--- config.mk ---
export PLATFORM = sky130hd
export DESIGN_NAME = div_unit_flat
export DESIGN_NICKNAME = d
export VERILOG_FILES = /design/src/rtl/div_if.sv /design/src/rtl/div_unit.sv /design/src/flat_wrapper.sv
export SDC_FILE = /design/constraint.sdc
export NUM_CORES = 1
export LEC_CHECK = 0
export CAP_MARGIN = 25
export CORE_MARGIN = 8
export CORE_UTILIZATION = 53
export DETAILED_ROUTE_END_ITERATION = 12
export GPL_TIMING_DRIVEN = 1
export MAX_ROUTING_LAYER = met4
export PLACE_DENSITY = 0.86
export RECOVER_POWER = 100
export SYNTH_ARGS = -nofsm -noshare
export SYNTH_HDL_FRONTEND = slang
export SYNTH_SLANG_ARGS = --single-unit
export TNS_END_PERCENT = 30
--- constraint.sdc ---
create_clock -name clk -period 9.6 [get_ports clk]
set_input_delay 1.44 -clock clk [delete_from_list [all_inputs] [get_ports clk]]
set_output_delay 1.44 -clock clk [all_outputs]
set_load 0.01 [all_outputs]
--- src/rtl/div_if.sv ---
// Request/response bundle between the EXE stage and the iterative divider.
interface div_if;
  logic        signed_div_i;
  logic [31:0] opdata1_i;
  logic [31:0] opdata2_i;
  logic        start_i;
  logic        annul_i;
  logic [63:0] result_o;
  logic        ready_o;
  logic        busy_o;

  modport master (
    output signed_div_i, opdata1_i, opdata2_i, start_i, annul_i,
    input  result_o, ready_o, busy_o
  );

  modport slave (
    input  signed_div_i, opdata1_i, opdata2_i, start_i, annul_i,
    output result_o, ready_o, busy_o
  );
endinterface

--- src/rtl/div_unit.sv ---
// 32-bit restoring divider, one quotient bit per cycle, signed/unsigned,
// result {remainder, quotient} held until the requester drops start_i.
module div_unit (
  input  logic clk,
  input  logic resetn,
  div_if.slave bus
);
  localparam int unsigned W  = 32;
  localparam int unsigned CW = 6;
  localparam logic [CW-1:0] LAST_STEP = CW'(W - 1);

  typedef enum logic [1:0] {ST_IDLE, ST_BYZERO, ST_ON, ST_END} state_t;

  state_t          state;
  logic [CW-1:0]   cnt;
  logic [2*W-1:0]  dvd;
  logic [W-1:0]    dvs;
  logic            neg_q;
  logic            neg_r;
  logic [2*W-1:0]  result;
  logic            ready;
  logic            busy;

  logic            a_neg;
  logic            b_neg;
  logic [W-1:0]    a_mag;
  logic [W-1:0]    b_mag;
  logic [2*W:0]    sh;
  logic            ge;
  logic [2*W-1:0]  dvd_nxt;
  logic [W-1:0]    q_fin;
  logic [W-1:0]    r_fin;

  // Operand magnitudes for the unsigned core
  always_comb begin
    a_neg = bus.signed_div_i & bus.opdata1_i[W-1];
    b_neg = bus.signed_div_i & bus.opdata2_i[W-1];
    a_mag = a_neg ? -bus.opdata1_i : bus.opdata1_i;
    b_mag = b_neg ? -bus.opdata2_i : bus.opdata2_i;
  end

  // One restoring step; the compare stands in for the borrow of the trial subtract
  always_comb begin
    sh      = {dvd, 1'b0};
    ge      = (sh[2*W:W] >= {1'b0, dvs});
    dvd_nxt = sh[2*W-1:0];
    if (ge) begin
      dvd_nxt = {sh[2*W-1:W] - dvs, sh[W-1:1], 1'b1};
    end
    q_fin = neg_q ? -dvd_nxt[W-1:0]   : dvd_nxt[W-1:0];
    r_fin = neg_r ? -dvd_nxt[2*W-1:W] : dvd_nxt[2*W-1:W];
  end

  always_ff @(posedge clk or negedge resetn) begin
    if (!resetn) begin
      state  <= ST_IDLE;
      cnt    <= '0;
      dvd    <= '0;
      dvs    <= '0;
      neg_q  <= 1'b0;
      neg_r  <= 1'b0;
      result <= '0;
      ready  <= 1'b0;
      busy   <= 1'b0;
    end else begin
      case (state)
        ST_IDLE: begin
          if (bus.start_i && !bus.annul_i) begin
            dvd   <= {{W{1'b0}}, a_mag};
            dvs   <= b_mag;
            neg_q <= a_neg ^ b_neg;
            neg_r <= a_neg;
            cnt   <= '0;
            busy  <= 1'b1;
            state <= (bus.opdata2_i == '0) ? ST_BYZERO : ST_ON;
          end
        end
        ST_BYZERO: begin
          busy   <= 1'b0;
          result <= '0;
          if (bus.annul_i) begin
            ready <= 1'b0;
            state <= ST_IDLE;
          end else begin
            ready <= 1'b1;
            state <= ST_END;
          end
        end
        ST_ON: begin
          // Flush wins over a completion landing on the same edge
          if (bus.annul_i) begin
            cnt    <= '0;
            busy   <= 1'b0;
            ready  <= 1'b0;
            result <= '0;
            state  <= ST_IDLE;
          end else begin
            dvd <= dvd_nxt;
            if (cnt == LAST_STEP) begin
              cnt    <= '0;
              busy   <= 1'b0;
              ready  <= 1'b1;
              result <= {r_fin, q_fin};
              state  <= ST_END;
            end else begin
              cnt <= cnt + CW'(1);
            end
          end
        end
        ST_END: begin
          if (bus.annul_i || !bus.start_i) begin
            ready  <= 1'b0;
            result <= '0;
            state  <= ST_IDLE;
          end
        end
        default: state <= ST_IDLE;
      endcase
    end
  end

  assign bus.result_o = result;
  assign bus.ready_o  = ready;
  assign bus.busy_o   = busy;
endmodule

--- src/flat_wrapper.sv ---
// flat-port wrapper written by rule: the top's interface ports become plain ports
module div_unit_flat 
  (clk, resetn, bus_signed_div_i, bus_opdata1_i, bus_opdata2_i, bus_start_i, bus_annul_i, bus_result_o, bus_ready_o, bus_busy_o);
  div_if bus_i ();
  input  logic clk;
  input  logic resetn;
  input wire logic [$bits(bus_i.signed_div_i)-1:0] bus_signed_div_i;
  input wire logic [$bits(bus_i.opdata1_i)-1:0] bus_opdata1_i;
  input wire logic [$bits(bus_i.opdata2_i)-1:0] bus_opdata2_i;
  input wire logic [$bits(bus_i.start_i)-1:0] bus_start_i;
  input wire logic [$bits(bus_i.annul_i)-1:0] bus_annul_i;
  output wire logic [$bits(bus_i.result_o)-1:0] bus_result_o;
  output wire logic [$bits(bus_i.ready_o)-1:0] bus_ready_o;
  output wire logic [$bits(bus_i.busy_o)-1:0] bus_busy_o;
  assign bus_i.signed_div_i = bus_signed_div_i;
  assign bus_i.opdata1_i = bus_opdata1_i;
  assign bus_i.opdata2_i = bus_opdata2_i;
  assign bus_i.start_i = bus_start_i;
  assign bus_i.annul_i = bus_annul_i;
  assign bus_result_o = bus_i.result_o;
  assign bus_ready_o = bus_i.ready_o;
  assign bus_busy_o = bus_i.busy_o;
  div_unit u_core (.clk(clk), .resetn(resetn), .bus(bus_i));
endmodule
==> reports/results.txt, run 1 <==
Status: finished, violations left
Violated checks: capacitance limit, slew limit
Row cnt: 54
CTS root buffer: clkbuf_16
Number of global-route vias before repair: 10,480
Top cell type by total area after synthesis: dfrtp_1
I/O pin cnt: 135
Post-route ant nets: 0
Routability congestion estimate: 0.9955
Max_slew headroom: -1.789
Fmax: 0.1501 GHz
Area delta synth->final: 17.87%
WL final: 34,060 µm
Most common cell after layout, fill and taps aside: nand2_1
Actual slew at the worst max-slew pin: 4.183 ns
Total grt overflow: 0
Worst min path class: register to register
Unrepaired setup endpoints after global routing: no
Syn_nets: 1,562
Wirelength per Cell: 18.55 µm
Share of cells above drive strength 1: 0.03535
Skew-Pair Late Insertion Delay: 0.45 ns
Routed via count: 11,180
H-tree depth: 4
Reg2reg end: u_core.bus.result_o[63]$_DFFE_PN0P_
# setup viols final: 0
Crit end category: register
Family with the most delay on the worst path: buffers and inverters
First-pass DRT Iterations: 6
Setup Crit Path Kind: input pin to register
Startpoint types: input pin
Worst EP arrival: 6.98 ns
Largest net degree at the start of global routing: 108
Tmin final: 6.660 ns
# port buffers: 134
R2r setup slk: 3.35 ns
Full die area: 0.02725 mm²
CP bufs+invs: 2
Post-Route Skew: 0.01217 ns
Post-placement cell area: 0.01329 mm²
Fin area: 0.01388 mm²
Die Y: 165.1 µm
Area contributors post-synth: dfrtp_1 37%, o21ai_0 8.8%, nand2_1 8.0%
Max-slew violation count: 422
DRC: 0
Cells after Synth: 1,452
Inserted Clock Buffers: 17
Post-CTS Hold Fix Bufs: 0
Diode count: 0
Dpl hpwl: 25,710 µm
Max-cap violations: 6
Clock Tree Buf Depth: 2
Post-synthesis instance area: 0.01178 mm²
Initial antenna violation count: 0
Fraction of synthesis flops using an asynchronous set or reset pin: 1.000
R2r worst-path depth: 11
First-pass GRT wire length: 54,730 µm
Layout filler cell count: 1,882
Synth Register Bits: 172
Ys flop type: dfrtp_1
Post-synthesis cell type count: 64
Hold path depth: 2
CP Cell Sequence: dlygate4sd3_1 > nand2b_1 > a31o_2 > o211ai_1 > clkbuf_1 > or2_2 > or3_1 > o31a_1 > nand3_1
Hold_sp: u_core.bus.result_o[33]$_DFFE_PN0P_
Register area share after synthesis: 0.3655
Die W: 165.1 µm
Slowest cell on crit path: clkbuf_1
Reg-to-Reg Start: u_core.state[0]$_DFFE_PN0P_
Avg Cell Area, Syn: 8.111 µm²
CTS resizes: 0
Crit path largest cell delay: 2.41 ns
Number of synthesized flops with an enable pin: 0
Sink Count: 172
Setup bufs post-CTS: 0
Core area: 0.02182 mm²
Initial core utilization: 0.5397
Nets: 1,653
Final Hold Violating Endpoints: 0
Via density per instance: 6.090
GRT Overall Usage: 0.2579
Initial DRC count: 983
Final period util: 0.6938
Yosys Warn Count: 0
Hold endpoint: u_core.bus.result_o[33]$_DFFE_PN0P_
Most frequent cells in the layout: 251 x nand2_1, 214 x o21ai_0, 172 x dfrtp_1
Setup TNS: 0 ns
TritonCTS clock tree: done
Area share of the largest cell type after synthesis: 0.3655
Worst Path Max Fanout: 78
WP data required: 9.92 ns
Clock-pin slew on the worst setup and hold paths: 0.07 ns
-- metrics by stage --
| step | worst slack, ns | util | hold WS (ns) | cells |
|---|---|---|---|---|
| 6_report | 2.940 | 0.6361 | 0.4706 | 1836 |
| 5_1_grt | 2.370 | 0.6361 | 0.5001 | 1836 |
| 4_1_cts | 3.535 | 0.6373 | 0.4856 | 1835 |
| 3_5_place_dp | 3.569 | 0.6089 | 0.4695 | 1803 |
| 3_3_place_gp | 3.783 | 0.6076 | 0.4602 | 1802 |
| 2_1_floorplan | 3.980 | - | 0.4498 | 1452 |
-- cell families (layout without fill, tap and decap cells) --
group                      after synthesis  count (layout)  synth area share
adders and majority gates               41              41           0.04419
and+or+nand+nor                        500             500            0.1948
muxes                                   24              24           0.02061
AOI/OAI and AO/OA                      455             455            0.2335
DFF                                    172             172            0.3655
buffers and inverters                  124             228           0.04026
xor gates and xnor gates               136             136            0.1011
-- worst max path at each step --
stage | slack (ns) | end | cells past startpoint | startpoint
final | 2.94 | u_core.bus.result_o[63]$_DFFE_PN0P_ | 9 | bus_annul_i
after global routing | 2.37 | u_core.dvd[10]$_DFFE_PN0P_ | 2 | resetn
after CTS | 3.53 | u_core.bus.result_o[58]$_DFFE_PN0P_ | 16 | u_core.dvd[43]$_DFFE_PN0P_
after detailed placement | 3.57 | u_core.bus.result_o[58]$_DFFE_PN0P_ | 16 | u_core.dvd[43]$_DFFE_PN0P_
after global placement | 3.78 | u_core.bus.result_o[62]$_DFFE_PN0P_ | 16 | u_core.dvd[42]$_DFFE_PN0P_
after floorplan | 3.98 | u_core.bus.result_o[58]$_DFFE_PN0P_ | 21 | u_core.dvd[36]$_DFFE_PN0P_
-- layout make-up --
class | count | area, µm² | area share
flip-flops and latches | 172 | 4304 | 0.3100
clock inverters | 15 | 195.2 | 0.01406
repair buffers | 143 | 1408 | 0.1014
multi-input cells | 1156 | 7000 | 0.5043
clock buffers | 17 | 425.4 | 0.03064
inverters | 53 | 198.9 | 0.01433
well taps | 280 | 350.3 | 0.02524
-- registers in the layout (all words and copies together), names as in the netlist --
name,cells
u_core.bus.busy_o,1
u_core.bus.ready_o,1
u_core.bus.result_o,64
u_core.cnt,6
u_core.dvd,64
u_core.dvs,32
u_core.neg_q,1
u_core.neg_r,1
u_core.state,2
-- routing by layer --
metal  GRT usage  wire length, µm  part of all wire  up-vias
met5           -                0                 0        -
met4     0.07125              686             0.020        0
met3     0.03917             2708             0.080       56
met2      0.3805            15100              0.44      434
met1      0.3633            15570              0.46     5345
li1            -                -                 -     5347
-- synth_stat cells (12+ instances only) --
library cell    n
and3_1         14
clkbuf_1       58
ha_1           40
a21oi_1        92
xor2_1         82
nand3_1        22
o21ai_0       208
xnor2_1        54
inv_1          53
nand4_1        12
mux2i_1        22
or3_1          20
o41ai_1        15
or4_1          17
nor2_1         84
nor4_1         13
nor3_1         18
nand2_1       252
o31ai_1        44
dfrtp_1       172
-- worst register-to-register path: stages, from the launching register on --
cell and delay, ns:
dfrtp_1 0.39, inv_1 0.11, ha_2 0.17, buf_4 0.51
nand2b_1 0.59, a31o_2 0.42, o211ai_1 0.10, clkbuf_1 2.41
or2_2 1.01, or3_1 0.23, o31a_1 0.12, nand3_1 0.07
Power of run 1 is left out: the tool's default activity adds up to more than one toggle a clock period on the data nets, which glitch-free logic cannot reach.
==> run 2, diff against run 1 <==
- CORE_UTILIZATION: 53 -> 52
- PLACE_DENSITY: 0.86 -> 0.88
- clock period: 9.6 -> 5.5 ns (I/O delays scaled with it)
==> reports/results.txt, run 2 (same netlist as run 1, synthesis figures left out) <==
Clock Tree Buf Depth: 2 (unchanged)
Crit path largest cell delay: 0.55 ns (was 2.41 ns)
Unrepaired setup endpoints after global routing: no (unchanged)
Tmin final: 5.120 ns
Max_slew headroom: -1.869 (was -1.789)
Row cnt: 55 (was 54)
# port buffers: 134 (unchanged)
Post-Route Skew: 0.01566 ns (was 0.01217 ns)
Max-slew violation count: 271 (was 422)
WP data required: 5.83 ns (was 9.92 ns)
Number of global-route vias before repair: 10,690 (was 10,480)
CTS root buffer: clkbuf_16 (unchanged)
Hold path depth: 2 (unchanged)
R2r setup slk: 0.38 ns (was 3.35 ns)
Sink Count: 172 (unchanged)
Via density per instance: 6.118 (was 6.090)
Skew-Pair Late Insertion Delay: 0.45 ns (about the same)
Fmax: 0.1953 GHz
Startpoint types: register (was input pin)
Worst EP arrival: 5.45 ns (was 6.98 ns)
First-pass GRT wire length: 56,620 µm (was 54,730 µm)
# setup viols final: 0 (unchanged)
Full die area: 0.02772 mm² (was 0.02725 mm²)
DRC: 0 (unchanged)
Area delta synth->final: 18.36% (was 17.87%)
I/O pin cnt: 135 (unchanged)
Worst setup margin: 0.3798 ns (was 2.940 ns)
Final period util: 0.9309
CTS resizes: 0 (unchanged)
Max-cap violations: 4 (was 6)
Violated checks: capacitance limit, slew limit (unchanged)
Largest net degree at the start of global routing: 78 (was 108)
Setup bufs post-CTS: 0 (unchanged)
Core area: 0.02243 mm² (was 0.02182 mm²)
Setup Crit Path Kind: register to register (was input pin to register)
WL final: 34,870 µm (was 34,060 µm)
TritonCTS clock tree: done (unchanged)
Worst min path class: register to register (unchanged)
Post-route ant nets: 0 (unchanged)
Worst Path Max Fanout: 6 (was 78)
H-tree depth: 4 (unchanged)
Dpl hpwl: 26,130 µm (was 25,710 µm)
Dpl ws: 0.5038 ns (was 3.569 ns)
Die Y: 166.5 µm (was 165.1 µm)
Actual slew at the worst max-slew pin: 4.304 ns (was 4.183 ns)
Crit end category: register (unchanged)
Setup TNS: 0 ns (unchanged)
Most common cell after layout, fill and taps aside: nand2_1 (unchanged)
First-pass DRT Iterations: 5 (was 6)
CP Cell Sequence: ha_1 > and2_1 > nand4_1 > nor4_1 > o21ai_0 > and2_1 > nand2_1 > inv_1 > mux2i_1 > ha_1 > o2111ai_1 > or4b_4 > o41a_1 > a2111o_1 > o31ai_1 > xor2_1 > a22o_1 (was dlygate4sd3_1 > nand2b_1 > a31o_2 > o211ai_1 > clkbuf_1 > or2_2 > or3_1 > o31a_1 > nand3_1)
Final Hold Violating Endpoints: 0 (unchanged)
Nets: 1,664 (was 1,653)
Share of cells above drive strength 1: 0.04212 (was 0.03535)
Slowest cell on crit path: or4b_4 (was clkbuf_1)
Post-CTS Hold Fix Bufs: 0 (unchanged)
Inserted Clock Buffers: 17 (unchanged)
Die W: 166.5 µm (was 165.1 µm)
Routability congestion estimate: 1.003 (was 0.9955)
Reg2reg end: u_core.bus.result_o[58]$_DFFE_PN0P_ (was u_core.bus.result_o[63]$_DFFE_PN0P_)
Hold_sp: u_core.bus.result_o[30]$_DFFE_PN0P_ (was u_core.bus.result_o[33]$_DFFE_PN0P_)
Initial DRC count: 1,268 (was 983)
Wirelength per Cell: 18.82 µm (was 18.55 µm)
Most frequent cells in the layout: 250 x nand2_1, 213 x o21ai_0, 172 x dfrtp_1 (was 251 x nand2_1, 214 x o21ai_0, 172 x dfrtp_1)
Initial antenna violation count: 1 (was 0)
Reg-to-Reg Start: u_core.dvd[39]$_DFFE_PN0P_ (was u_core.state[0]$_DFFE_PN0P_)
Status: finished, violations left (unchanged)
Clock-pin slew on the worst setup and hold paths: 0.07 ns (about the same)
Routed via count: 11,340 (was 11,180)
R2r worst-path depth: 17 (was 11)
Hold endpoint: u_core.bus.result_o[30]$_DFFE_PN0P_ (was u_core.bus.result_o[33]$_DFFE_PN0P_)
Initial core utilization: 0.5250 (was 0.5397)
Total grt overflow: 0 (unchanged)
GRT Overall Usage: 0.2545 (was 0.2579)
==> run 2: per-stage QoR <==
step                area (µm²)  hold slack, ns  std cells  utilization
finish                   13940          0.4738       1853       0.6214
global route             13940          0.5002       1853       0.6214
CTS                      13990          0.4268       1851       0.6238
detailed placement       13370          0.4699       1819       0.5960
global placement         13340          0.4590       1818       0.5948
floorplan                11780          0.4498       1452            -
==> run 2: cell type report <==
class | instances | area, µm²
Antenna cell | 1 | 2.502
Clock buffer | 17 | 425.4
Clock inverter | 15 | 196.4
Fill cell | 1914 | 8494
Inverter | 53 | 198.9
Multi-Input combinational cell | 1156 | 6987
Sequential cell | 172 | 4304
Tap cell | 285 | 356.6
Timing Repair Buffer | 154 | 1469
==> run 2: how the worst max path moves through the flow <==
stage                                           start                                  end  slack [ns]  depth (start not counted)
after floorplan            u_core.dvd[36]$_DFFE_PN0P_  u_core.bus.result_o[58]$_DFFE_PN0P_        0.17                         21
after global placement     u_core.dvd[43]$_DFFE_PN0P_  u_core.bus.result_o[58]$_DFFE_PN0P_        0.65                         16
after detailed placement   u_core.dvd[39]$_DFFE_PN0P_  u_core.bus.result_o[58]$_DFFE_PN0P_        0.50                         17
after CTS                  u_core.dvd[39]$_DFFE_PN0P_  u_core.bus.result_o[58]$_DFFE_PN0P_        0.45                         17
after global routing      u_core.state[0]$_DFFE_PN0P_  u_core.bus.result_o[63]$_DFFE_PN0P_        0.05                          9
final                      u_core.dvd[39]$_DFFE_PN0P_  u_core.bus.result_o[58]$_DFFE_PN0P_        0.38                         17
==> run 2: worst max-delay path, delay by kind of cell (launching register included) <==
family / cells / cell delay, ns
AO/OA/AOI/OAI: 6 / 1.80
XOR/XNOR: 1 / 0.10
adder cells (fa/ha/maj): 2 / 0.65
buffers and inverters: 1 / 0.11
flip-flops: 1 / 0.44
multiplexers: 1 / 0.25
AND/OR/NAND/NOR: 6 / 1.68
==> run 2: metal layers <==
layer / GRT usage / vias to the layer above / routed length (µm)
li1: - / 5374 / -
met1: 0.3605 / 5375 / 15810
met2: 0.3665 / 540 / 15270
met3: 0.04704 / 47 / 3196
met4: 0.07286 / 0 / 597
met5: - / - / 0
Power of run 2 is left out for the same reason.
==> run 3, diff against run 2 <==
- SKIP_CTS_REPAIR_TIMING: unset -> 1
==> results of run 3 <==
No change in the layout: final DEF, timing and power equal those of run 2.
Power of run 3 is left out for the same reason.
